===== src/rtl/pwm16_gen.sv =====
`default_nettype none
// ============================================================================
//  Module   : pwm16_gen
//  Brief    : Double-buffered 16-bit PWM generator fed by the cnt16 counter.
//             The duty is written into a shadow register and moved into the
//             active compare register only at the counter wrap. Also produces
//             a per-period pulse and an 8-bit count of completed enabled periods.
//  Revision : 1.0 - initial release
// ============================================================================
module pwm16_gen (
  input  logic        CLK,
  input  logic        CLRN,
  input  logic [15:0] cnt,
  input  logic        full,
  input  logic        en,
  input  logic        duty_wr,
  input  logic [15:0] duty_in,
  output logic        pwm,
  output logic        pend,
  output logic        period_done,
  output logic [7:0]  per_cnt
);

  logic [15:0] r_cmp_sh;
  logic [15:0] r_cmp_act;
  logic        r_pend;
  logic        r_pwm;
  logic        r_period_done;
  logic [7:0]  r_per_cnt;
  logic        w_below;

  // Compare uses the active value as it stands this cycle. A new value loaded
  // at the wrap edge therefore first applies to the cnt=0000 sample.
  assign w_below = (cnt < r_cmp_act);

  // Shadow/active duty registers. A write that coincides with the wrap goes
  // straight into both registers, so nothing is left pending.
  always_ff @(posedge CLK or negedge CLRN) begin
    if (!CLRN) begin
      r_cmp_sh  <= 16'h0000;
      r_cmp_act <= 16'h0000;
      r_pend    <= 1'b0;
    end else if (duty_wr) begin
      r_cmp_sh <= duty_in;
      if (full) begin
        r_cmp_act <= duty_in;
        r_pend    <= 1'b0;
      end else begin
        r_pend    <= 1'b1;
      end
    end else if (full) begin
      r_cmp_act <= r_cmp_sh;
      r_pend    <= 1'b0;
    end
  end

  // Registered PWM output, gated by the enable.
  always_ff @(posedge CLK or negedge CLRN) begin
    if (!CLRN) begin
      r_pwm <= 1'b0;
    end else begin
      r_pwm <= en & w_below;
    end
  end

  // Period pulse follows the wrap regardless of enable; the period count only
  // advances while enabled and wraps naturally modulo 256.
  always_ff @(posedge CLK or negedge CLRN) begin
    if (!CLRN) begin
      r_period_done <= 1'b0;
      r_per_cnt     <= 8'h00;
    end else begin
      r_period_done <= full;
      if (full && en) begin
        r_per_cnt <= r_per_cnt + 8'd1;
      end
    end
  end

  assign pwm         = r_pwm;
  assign pend        = r_pend;
  assign period_done = r_period_done;
  assign per_cnt     = r_per_cnt;

endmodule
`default_nettype wire

===== config.mk =====
export PLATFORM = sky130hd
export DESIGN_NAME = pwm16_gen
export DESIGN_NICKNAME = d
export VERILOG_FILES = /design/src/rtl/pwm16_gen.sv
export SDC_FILE = /design/constraint.sdc
export NUM_CORES = 1
export LEC_CHECK = 0
export CAP_MARGIN = 20
export CORE_MARGIN = 1
export CORE_UTILIZATION = 40
export CTS_BUF_LIST = sky130_fd_sc_hd__clkbuf_8
export CTS_CLUSTER_DIAMETER = 40
export CTS_CLUSTER_SIZE = 16
export DETAILED_ROUTE_END_ITERATION = 10
export PLACE_DENSITY_LB_ADDON = 0.05
export SLEW_MARGIN = 10
export SYNTH_ARGS = -nofsm -noshare
export SYNTH_HDL_FRONTEND = slang
export SYNTH_SLANG_ARGS = --single-unit

===== constraint.sdc =====
create_clock -name CLK -period 4.1 [get_ports CLK]
set_input_delay 0.82 -clock CLK [delete_from_list [all_inputs] [get_ports CLK]]
set_output_delay 0.82 -clock CLK [all_outputs]
set_load 0.02 [all_outputs]

# [Word level (Yosys, flattened, before mapping)]
# Cells that the tools add are included.
[classes] addsub=1 multipliers=0 n_div=0 order_cmp=1 n_eq_ne=0 shifts=0 mux=6 n_bitwise=1 n_reduce_logical=2
[ops] op="$mux W16" count=3
[ops] op="$lt A16 B16 Y1" count=1
[ops] op="$add A8 B1 Y8 const B" count=1
[ops] op="$mux W1" count=3
[ops] op="$reduce_bool A2 Y1" count=1
[ops] op="$and A1 B1 Y1" count=1
[ops] op="$logic_and A1 B1 Y1" count=1
[word_totals] ff_bits=43 latch_bits=0 ram_bits=0 rom_bits=0 input_bits=37 out_inout_bits=11 memories=0

# [Longest topological paths before layout]
[logic_depth] ltp_word=2 depth_mapped=6 depth_no_buf=6

# [Worst setup path before layout]
# OpenSTA, ideal clock, no wires.
[synth_path] path_kind="input-to-reg" startpoint="input cnt[7]" endpoint="register r_pwm (netlist: pwm)" setup_time_ps=122 t_arrival_ps=1906 required_time_ps=3978 path_slack_ps=2072 stages=5 n_path_buf=0 cell_sequence="ha_1 -> and4_1 -> o21ai_0 -> or4_1 -> o2111a_1"
[synth_between] elab_chain_cells=2
[synth_lines] element="start: declaration" line_no="13" text="input logic [15:0] cnt,"
[synth_lines] element="$lt A16 B16 Y1" line_no="34" text="assign w_below = (cnt < r_cmp_act);"
[synth_lines] element="$and A1 B1 Y1" line_no="62" text="r_pwm <= en & w_below;"
[synth_lines] element="end signal: assignment" line_no="62"
[synth_lines] element="end: declaration" line_no="27" text="logic r_pwm;"
# Every way passes these cells.
# A chain may end at the register's enable or synchronous reset.

# [Final worst setup path]
[layout_path] startpoint="input full" endpoint="register r_per_cnt[7] (netlist: per_cnt[7])"
[layout_between] elab_chain_cells=1
[layout_lines] element="start: declaration" line_no="14" text="input logic full,"
[layout_lines] element="$logic_and A1 B1 Y1" line_no="74" text="if (full && en) begin"
[layout_lines] element="end signal: assignment" line_no="75" text="r_per_cnt <= r_per_cnt + 8'd1;"
[layout_lines] element="end: declaration" line_no="29" text="logic [7:0] r_per_cnt;"
# Every way passes these cells.

==> impl_metrics.json <==
{
  "setup_tns_ns": 0,
  "drive_above_1_share": 0.09050,
  "grt_overflow_total": 0,
  "dp_slack_ns": 1.399,
  "finalClockSkew_ns": 0.005783,
  "grt_pass1_wl_um": 6410,
  "drt-initial-drc-count": 47,
  "mostFrequentLayoutCell": "clkdlybuf4s50_1",
  "critPathLaunchType": "primary input",
  "yosys.area.top_type": "dfrtp_1",
  "io-pin-count": 48,
  "ys_ff_latch": 43,
  "holdWs_ns": 0.4879,
  "synthTopCellsByArea": "dfrtp_1 (55%), ha_1 (10%), mux2_1 (6.3%), mux2_2 (4.0%), nand2_1 (3.8%)",
  "utilization": 0.5544,
  "setup_viol": 0,
  "synth_warnings": 0,
  "layout-area-overhead-vs-synth_pct": 32.89,
  "placed_cell_area_um2": 2501,
  "gp_congestion": 0.7542,
  "drc": 0,
  "worst-setup-path-type": "in -> reg",
  "start_util": 0.4172,
  "clk_pin_slew_ns": 0.08,
  "dr_wl_met2_um": 1812,
  "htree_levels": 2,
  "syn_avg_cell_area_um2": 11.52,
  "antenna_found_initial": 0,
  "slew_headroom": 0.3692,
  "hold_class": "reg -> reg",
  "grt_max_degree": 44,
  "finalPower_mw": 1.157,
  "cts_buffers": 5,
  "cts_buffer_depth": 2,
  "place_inst": 280,
  "drtPass1Iterations": 4,
  "final_nets": 273,
  "wl_met3_um": 214,
  "routedWlPerCell_um": 13.16,
  "dieArea_um2": 5211,
  "max_freq_mhz": 416.6,
  "die_w_um": 72.19,
  "num_vias": 1371,
  "fillCellCount": 422,
  "final.period_utilization": 0.5855,
  "worstHoldPathCells": 1,
  "worstSetupStartpoint": "full",
  "synth_cell_type_count": 27,
  "cts_resized": 0,
  "netlist_area_um2": 1971,
  "cp_data_required_time_ns": 4.28,
  "slew_viol_final": 0,
  "crit_fanout": 19,
  "yosys.area.top_type_share": 0.5460,
  "grt_pass1_vias": 1407,
  "setup_slack_ns": 1.700,
  "rows": 25,
  "max_cap_violations": 0,
  "ctsHoldBuffers": 0,
  "worstHoldStart": "r_cmp_sh[0]",
  "routed.top_layer": "met4",
  "grt_usage": 0.1623,
  "reg2reg_depth": 6,
  "wl_um": 3790,
  "finalHoldViolations": 0,
  "syn_nets": 224,
  "syn_inst": 171,
  "port-buffer-count": 47,
  "cts_sinks": 43,
  "irDropWorstVdd_v": 0.0002982,
  "endpoint_kind": "register",
  "final_cells": 288,
  "cts_tree": "done",
  "rsz0062_at_grt": "no",
  "root_buffer": "clkbuf_8",
  "yosysSeqAreaShare": 0.5460,
  "vias_per_cell": 4.760,
  "status": "finished clean",
  "postCtsSetupRepairBufs": 0,
  "cellPowerDensity_nw_per_um2": 441.7,
  "clkLatencyLatePin_ns": 0.29,
  "place_hpwl_um": 2778,
  "r2r-start": "r_cmp_act[7]",
  "detail-route-antenna-nets": 0,
  "power_leakage_nw": 1.162,
  "worstMarginPinSlew_ns": 0.9463,
  "die_height_um": 72.19,
  "antenna_cells": 0,
  "stdcell_area_um2": 2619,
  "cp.arrival_ns": 2.58,
  "post-route-min-period_ns": 2.400,
  "wl_met1_um": 1723,
  "core-area_um2": 4723,
  "layout.cells.most_common_list": "clkdlybuf4s50_1 (46), dfrtp_1 (43), nand2_1 (20)"
}
-- report_power, final --
group / internal (mW) / switching [mW]
combinational: 0.147 / 0.136
sequential: 0.488 / 0.0447
clock: 0.197 / 0.143
total: 0.832 / 0.325
-- flip-flops by register name, indices dropped and copies added (netlist names) --
name and flops:
r_cmp_sh 16, r_cmp_act 16, pend 1, per_cnt 8, period_done 1, pwm 1
-- cells by family (layout without fill, tap and decap cells) --
family                   count (synthesis)  in the layout  share of synthesized area
adder cells (fa/ha/maj)                 16             16                     0.1016
AND/OR/NAND/NOR                         37             37                    0.09334
flip-flops                              43             43                     0.5460
XOR/XNOR                                 7              7                    0.03492
multiplexers                            18             18                     0.1029
AO/OA/AOI/OAI                           28             28                    0.07746
buffers and inverters                   22             72                    0.04380
-- final timing paths --
check	slack [ns]	end
max	1.70	per_cnt[7]
min	0.49	r_cmp_sh[0]
max reg2reg	2.41	pwm
min reg2reg	0.49	r_cmp_sh[0]
min in group asynchronous	0.67	r_cmp_sh[2]
max in group asynchronous	2.84	r_cmp_act[14]
-- cell usage after synthesis --
library cell / number
or4_4: 1
a21oi_1: 6
nand2_1: 20
or4_1: 1
nand3_1: 1
buf_1: 3
clkinv_1: 1
nor2b_1: 2
mux2_2: 7
buf_2: 3
xor2_1: 1
nand4_1: 3
inv_1: 15
nor2_1: 5
a2111oi_0: 1
o21ai_1: 15
mux2_1: 11
xnor2_2: 1
nand2_4: 1
xnor2_1: 5
o31ai_1: 1
and4_1: 2
dfrtp_1: 43
o2111a_1: 1
o21ai_0: 4
nand2b_1: 1
ha_1: 16
-- cell type report --
type	count	area, µm²	area share
repair buffers	48	473.0	0.1806
multi-input cells	106	808.3	0.3086
flip-flops and latches	43	1076	0.4109
inverters	16	60.06	0.02293
well taps	67	83.83	0.03201
clock inverters	2	35.03	0.01338
clock buffers	6	82.58	0.03153
-- critical path, stage by stage --
cell             delay (ns)
clkdlybuf4s50_1        0.96
nand2_4                0.12
or4_4                  0.53
xnor2_2                0.15
-- routing by layer --
metal  GRT usage  vias to the layer above
li1            -                      679
met1      0.2018                      654
met2      0.2721                       33
met3     0.05139                        5
met4     0.04575                        0
met5           0                        -
Note: power is estimated with default switching activity, not from simulation.
